### config.mk
export PLATFORM = sky130hd
export DESIGN_NAME = nested_mux_flat
export DESIGN_NICKNAME = d
export VERILOG_FILES = /design/src/rtl/nested_mux_pkg.sv /design/src/rtl/nested_mux_if.sv /design/src/rtl/nested_mux_path.sv /design/src/rtl/nested_mux.sv /design/src/flat_wrapper.sv
export SDC_FILE = /design/constraint.sdc
export NUM_CORES = 1
export LEC_CHECK = 0
export ABC_AREA = 1
export CORE_AREA = 2 2 39 41
export DETAILED_ROUTE_END_ITERATION = 6
export DIE_AREA = 0 0 41 43
export GPL_TIMING_DRIVEN = 0
export PLACE_DENSITY = 0.82
export SYNTH_ARGS = -nofsm -noshare
export SYNTH_HDL_FRONTEND = slang
export SYNTH_SLANG_ARGS = --single-unit
### constraint.sdc
create_clock -name clk -period 0.8 [get_ports clk]
set_input_delay 0.16 -clock clk [delete_from_list [all_inputs] [get_ports clk]]
set_output_delay 0.16 -clock clk [all_outputs]
set_load 0.02 [all_outputs]
### src/rtl/nested_mux_pkg.sv
// nested_mux_pkg: shared constants and types for the nested_mux steering stage.
// Holds the default data width and the 2-bit source-code encoding.
package nested_mux_pkg;

    localparam int DEF_WIDTH = 4;

    typedef enum logic [1:0] {
        SRC_A = 2'd0,
        SRC_B = 2'd1,
        SRC_D = 2'd2,
        SRC_E = 2'd3
    } src_t;

endpackage

### src/rtl/nested_mux_if.sv
// nested_mux_if: bundle of data sources, selects and registered outputs.
// master drives a/b/d/e/sel1..3 and reads c/f; slave (the mux) does the reverse.
// With NESTED_MUX_SRC_EN defined, c_src/f_src carry the chosen source codes.
interface nested_mux_if
    import nested_mux_pkg::*;
#(
    parameter int WIDTH = DEF_WIDTH
);

    logic [WIDTH-1:0] a;
    logic [WIDTH-1:0] b;
    logic [WIDTH-1:0] d;
    logic [WIDTH-1:0] e;
    logic             sel1;
    logic             sel2;
    logic             sel3;
    logic [WIDTH-1:0] c;
    logic [WIDTH-1:0] f;
`ifdef NESTED_MUX_SRC_EN
    src_t             c_src;
    src_t             f_src;
`endif

`ifdef NESTED_MUX_SRC_EN
    modport master (
        output a, b, d, e, sel1, sel2, sel3,
        input  c, f, c_src, f_src
    );

    modport slave (
        input  a, b, d, e, sel1, sel2, sel3,
        output c, f, c_src, f_src
    );
`else
    modport master (
        output a, b, d, e, sel1, sel2, sel3,
        input  c, f
    );

    modport slave (
        input  a, b, d, e, sel1, sel2, sel3,
        output c, f
    );
`endif

endinterface

### src/rtl/nested_mux_path.sv
// nested_mux_path: combinational 3-tier priority mux (hi > mid > d > e).
// Ports: hi, mid, d, e data in; sel1..sel3 tier selects; data out.
// With NESTED_MUX_SRC_EN, also reports the chosen source code on src;
// HI_SRC/MID_SRC say which source is wired to hi and mid.
module nested_mux_path
    import nested_mux_pkg::*;
#(
    parameter int   WIDTH   = DEF_WIDTH
`ifdef NESTED_MUX_SRC_EN
    ,
    parameter src_t HI_SRC  = SRC_A,
    parameter src_t MID_SRC = SRC_B
`endif
) (
    input  logic [WIDTH-1:0] hi,
    input  logic [WIDTH-1:0] mid,
    input  logic [WIDTH-1:0] d,
    input  logic [WIDTH-1:0] e,
    input  logic             sel1,
    input  logic             sel2,
    input  logic             sel3,
`ifdef NESTED_MUX_SRC_EN
    output src_t             src,
`endif
    output logic [WIDTH-1:0] data
);

    always_comb begin
        data = e;
`ifdef NESTED_MUX_SRC_EN
        src  = SRC_E;
`endif
        if (sel1) begin
            data = hi;
`ifdef NESTED_MUX_SRC_EN
            src  = HI_SRC;
`endif
        end else if (sel2) begin
            data = mid;
`ifdef NESTED_MUX_SRC_EN
            src  = MID_SRC;
`endif
        end else if (sel3) begin
            data = d;
`ifdef NESTED_MUX_SRC_EN
            src  = SRC_D;
`endif
        end
    end

endmodule

### src/rtl/nested_mux.sv
// nested_mux: registered nested priority mux, one cycle latency.
// Ports: clk, rst (sync, active-high) plus bus (nested_mux_if.slave):
// c favours a then b, f favours b then a; both fall back to d, then e.
// Optional macro NESTED_MUX_SRC_EN adds registered c_src/f_src codes
// (reset value SRC_E).
module nested_mux
    import nested_mux_pkg::*;
#(
    parameter int WIDTH = DEF_WIDTH
) (
    input  logic         clk,
    input  logic         rst,
    nested_mux_if.slave  bus
);

    logic [WIDTH-1:0] c_nxt;
    logic [WIDTH-1:0] f_nxt;
    logic [WIDTH-1:0] c_q;
    logic [WIDTH-1:0] f_q;

`ifdef NESTED_MUX_SRC_EN
    src_t c_src_nxt;
    src_t f_src_nxt;
    src_t c_src_q;
    src_t f_src_q;
`endif

    nested_mux_path #(
        .WIDTH   (WIDTH)
`ifdef NESTED_MUX_SRC_EN
        ,
        .HI_SRC  (SRC_A),
        .MID_SRC (SRC_B)
`endif
    ) u_c_path (
        .hi   (bus.a),
        .mid  (bus.b),
        .d    (bus.d),
        .e    (bus.e),
        .sel1 (bus.sel1),
        .sel2 (bus.sel2),
        .sel3 (bus.sel3),
`ifdef NESTED_MUX_SRC_EN
        .src  (c_src_nxt),
`endif
        .data (c_nxt)
    );

    // Same chain with a and b swapped in the top two tiers.
    nested_mux_path #(
        .WIDTH   (WIDTH)
`ifdef NESTED_MUX_SRC_EN
        ,
        .HI_SRC  (SRC_B),
        .MID_SRC (SRC_A)
`endif
    ) u_f_path (
        .hi   (bus.b),
        .mid  (bus.a),
        .d    (bus.d),
        .e    (bus.e),
        .sel1 (bus.sel1),
        .sel2 (bus.sel2),
        .sel3 (bus.sel3),
`ifdef NESTED_MUX_SRC_EN
        .src  (f_src_nxt),
`endif
        .data (f_nxt)
    );

    always_ff @(posedge clk) begin
        if (rst) begin
            c_q <= '0;
            f_q <= '0;
        end else begin
            c_q <= c_nxt;
            f_q <= f_nxt;
        end
    end

`ifdef NESTED_MUX_SRC_EN
    always_ff @(posedge clk) begin
        if (rst) begin
            c_src_q <= SRC_E;
            f_src_q <= SRC_E;
        end else begin
            c_src_q <= c_src_nxt;
            f_src_q <= f_src_nxt;
        end
    end

    assign bus.c_src = c_src_q;
    assign bus.f_src = f_src_q;
`endif

    assign bus.c = c_q;
    assign bus.f = f_q;

endmodule

### src/flat_wrapper.sv
// flat-port wrapper written by rule: the top's interface ports become plain ports
module nested_mux_flat import nested_mux_pkg::*;
#(
    parameter int WIDTH = DEF_WIDTH
)
  (clk, rst, bus_a, bus_b, bus_d, bus_e, bus_sel1, bus_sel2, bus_sel3, bus_c, bus_f);
  nested_mux_if #(.WIDTH(WIDTH)) bus_i ();
  input  logic clk;
  input  logic rst;
  input wire logic [$bits(bus_i.a)-1:0] bus_a;
  input wire logic [$bits(bus_i.b)-1:0] bus_b;
  input wire logic [$bits(bus_i.d)-1:0] bus_d;
  input wire logic [$bits(bus_i.e)-1:0] bus_e;
  input wire logic [$bits(bus_i.sel1)-1:0] bus_sel1;
  input wire logic [$bits(bus_i.sel2)-1:0] bus_sel2;
  input wire logic [$bits(bus_i.sel3)-1:0] bus_sel3;
  output wire logic [$bits(bus_i.c)-1:0] bus_c;
  output wire logic [$bits(bus_i.f)-1:0] bus_f;
  assign bus_i.a = bus_a;
  assign bus_i.b = bus_b;
  assign bus_i.d = bus_d;
  assign bus_i.e = bus_e;
  assign bus_i.sel1 = bus_sel1;
  assign bus_i.sel2 = bus_sel2;
  assign bus_i.sel3 = bus_sel3;
  assign bus_c = bus_i.c;
  assign bus_f = bus_i.f;
  nested_mux #(.WIDTH(WIDTH)) u_core (.clk(clk), .rst(rst), .bus(bus_i));
endmodule
# --- Word-level counts from Yosys, hierarchy flattened ---
# Cells that the tools add are included.
word_totals:
  wordCells: 7
  regBits: 8
  input_bits: 21
  output_inout_bits: 8
classes:
  n_mux: 5
op_table:
  columns: ["op", "count"]
  rows:
  - ["4-bit 2-to-1 mux", 5]

# --- Logic depth before layout (Yosys ltp) ---
depth:
  word_depth: 3
  mapped_depth: 4

# --- Cells and area by module ---
# A second synthesis with hierarchy kept.
hier_totals:
  cells_unflattened: 95
  hier_area_um2: 514.2
by_module_without_submodules:
  columns: ["mod", "seq_area_each_um2", "n_inst", "area_each_um2", "cells_per_inst"]
  rows:
  - ["nested_mux_path", 0.0, 2, 141.4, 35]
  - ["nested_mux", 160.2, 1, 231.5, 25]

# --- Least setup slack after synthesis ---
# Ideal clock, no wire load.
synth_timing:
  path_type: "input port to flip-flop"
  start: "in bus_sel1"
  end: "reg u_core.c_q[0], in the netlist u_core.bus.c[0]"
  setup_slack_ps: 166
  n_path_buf: 1
  cell_stages: 4
  arrival_ps: 514
  required_time_ps: 681
  setup_time_ps: 119
  path_cell_list: "buf_4 > inv_2 > o21ai_0 > a21oi_1"
synth_between:
  elab_chain_len: 1
synth_lines:
  columns: ["element", "line", "source"]
  rows:
  - ["start, declared", "flat_wrapper.sv:14", "input wire logic [$bits(bus_i.sel1)-1:0] bus_sel1;"]
  - ["4-bit 2-to-1 mux", "nested_mux_path.sv:33", "if (sel1) begin"]
  - ["end signal, assigned", "nested_mux.sv:76", "c_q <= c_nxt;"]
  - ["end, declared", "nested_mux.sv:18", "logic [WIDTH-1:0] c_q;"]
# Every way passes these cells.
# A chain may end at the register's enable or synchronous reset.

# --- Final worst setup path ---
layout_timing:
  start: "reg u_core.f_q[1], in the netlist u_core.bus.f[1]"
  end: "out bus_f[1]"
layout_lines:
  columns: ["element", "line", "source"]
  rows:
  - ["start, declared", "nested_mux.sv:19", "logic [WIDTH-1:0] f_q;"]
  - ["start signal, assigned", "nested_mux.sv:77", "f_q <= f_nxt;"]
  - ["end, declared", "flat_wrapper.sv:18", "output wire logic [$bits(bus_i.f)-1:0] bus_f;"]
# No word-level cell between the ends.

==> run metrics <==
status finished with violations; failing checks negative setup slack; top-count cell post-synth a21oi_1; Core Rows 14; Placement Setup Slack -0.361 ns; largest net degree at the start of global routing 10; sequential element share of the synthesized area 0.404; die extent in y 43 microns; Synth Cell Area 397 sq um; global-route wire length before repair 1620 microns; drt first pass iters 4; ANT nets after route 0; Synth area leaders dfxtp_1 (40%), a21oi_1 (20%), o21ai_0 (10%); Final setup violation count 8; CP max FO 1; Critical Path RT 0.64 ns; async set-reset flop share out of synthesis 0; vias per cell 4.76; Worst Setup Slack, final -0.0460 ns; Slew HR 0.849; Initial Util 0.287; Max Cap Violations 0; synth-to-layout area growth 88.3%; share of cells above drive strength 1 0.356; Routed WL 1040 microns; CP Buf/Inv Count 1; actual slew at the worst max-slew pin 0.223 ns; CP peak stage delay 0.31 ns; placed insts 100; Hold Path Class in2reg; CP max-delay cell dfxtp_2; NetSw about 0.00029 W; FILL cells between 100 and 150; Tmin final around 0.85 ns; Pint 0.000782 W; post-synth net total 79; TritonCTS Buffers 3; Avg WL per Cell a little over 10 microns; top cell type's share of synthesized area 0.404; final std cells w/o fill about 100; Mean Syn Cell Area around 6.8 sq um; DRC 0; Sw Share 0.269; Clk pwr share 0.283; CP Depth 1; Worst VDD drop around 0.65 mV; Critical Path Sink bus_f[1]; CP Class reg2out; Fmax achieved 1.18 GHz; Crit. Startpoint u_core.bus.f[1]$_SDFF_PP0_; core footprint approximately 1400 sq um; GPL Wtd Cong around 0.65; hold_ws 0.242 ns; # IOs 29; drt first-iter violations 5; Synth area leader dfxtp_1; Die W just over 40 microns; initial antenna violation count 0; number of synthesized flops with an enable pin 0; cell family with most CP delay flip-flops; synth unique cells 10; global route overflow 0; CTS Root Cell clkbuf_4; Worst Setup Start Kind flop; data arrival time of the worst path 0.69 ns; Vias 490; total global routing track utilization 0.135; Synth Register Bits 8; Post-synth top flop dfxtp_1; H-tree depth 1; synth warn 0; vias in the first global route approximately 450; die area 1760 sq um; Comb pwr share 0.296; Critical Path Sink Type primary output; crit share post-route 1.06; TritonCTS clock tree done; post-layout util 0.540; crit-path cells buf_6; Post-layout nets 110; Static Leakage 0.367 nW; Synth Instances slightly below 60; diode count 0; Max Buffers Root-to-Sink 2; clk slew on worst S/H paths around 0.050 ns; top cells by count, synth a21oi_1 (16), inv_1 (9), dfxtp_1 (8), nand2_1 (8), o21ai_0 (8); I/O Buffers 26; max-slew violations 0; Power Density about 1400 nW/um^2; TritonCTS Sinks 8; HPWL Detailed between 800 and 900 microns; sequential share of power 0.421; Final Hold Viols 0; post-CTS setup buffer count 0; RSZ-0062 raised after global routing true
## kinds of logic (layout without fill, tap and decap cells)
group	after synthesis	count (layout)	synth area share
AOI/OAI and AO/OA	24	24	0.303
buffers and inverters	14	43	0.155
and+or+nand+nor	12	12	0.139
DFF	8	8	0.404
## sequential cells by signal, summed over array words and instances (netlist names)
register	count
u_core.bus.f	4
u_core.bus.c	4
## layout by cell type (no fill, tap or decap), drive strengths merged
master / Yosys / layout
clkdlybuf4s50: 0 / 14
dlygate4sd2: 0 / 1
inv: 11 / 11
a21oi: 16 / 16
o21ai: 8 / 8
clkbuf: 0 / 3
dlymetal6s2s: 0 / 3
nand2: 8 / 8
buf: 2 / 10
dfxtp: 8 / 8
clkinv: 1 / 1
nand3: 4 / 4
## power groups by stage
stage               logic (W)  registers, W  clock network (W)
CTS                  0.000307      0.000450           0.000305
detailed placement   0.000301      0.000446                  0
floorplan           0.0000903      0.000486                  0
global route         0.000347      0.000452           0.000317
global placement     0.000294      0.000445                  0
finish               0.000316      0.000450           0.000303
## routing by layer
metal / global-route usage / vias to the layer above / share of wire
met5: 0 / - / 0
met4: 0.120 / 0 / 0.043
met3: 0 / 5 / 0.097
met2: 0.222 / 29 / 0.48
met1: 0.145 / 207 / 0.38
li1: - / 249 / -
## through the flow
| step | area [sq um] | setup TNS (ns) | total power, W |
|---|---|---|---|
| after floorplan | 397 | 0 | 0.000576 |
| after global placement | 677 | -4.43 | 0.000739 |
| after detailed placement | 677 | -4.66 | 0.000747 |
| after CTS | 718 | -0.364 | 0.00106 |
| after global routing | 747 | -0.430 | 0.00111 |
| final | 747 | -0.351 | 0.00107 |
## timing repair
action,in CTS,in global routing
setup endpoints to repair,16,16
gates cloned,0,0
gates resized for setup,57,10
hold endpoints to repair,0,0
hold buffers,0,0
pin swaps,0,5
## cell type report
class | instances | area (sq um) | share of cell area
clock buffer | 3 | 22.5 | 0.0302
buffer | 2 | 15.0 | 0.0201
sequential | 8 | 170 | 0.228
timing repair buffer | 26 | 277 | 0.370
inverter | 12 | 46.3 | 0.0620
tap | 16 | 20.0 | 0.0268
multi-input combinational | 36 | 196 | 0.263
## how the worst min path moves through the flow
stage               startpoint                          to  slack, ns  cells after the start
floorplan             bus_a[0]  u_core.bus.c[0]$_SDFF_PP0_       0.35                      2
global placement      bus_sel1  u_core.bus.f[2]$_SDFF_PP0_       0.50                      3
detailed placement    bus_sel1  u_core.bus.f[2]$_SDFF_PP0_       0.52                      3
CTS                   bus_sel1  u_core.bus.f[2]$_SDFF_PP0_       0.26                      3
global route          bus_sel1  u_core.bus.c[1]$_SDFF_PP0_       0.28                      3
finish                bus_sel1  u_core.bus.f[2]$_SDFF_PP0_       0.24                      3
No activity file was read; power rests on OpenSTA's default activity.
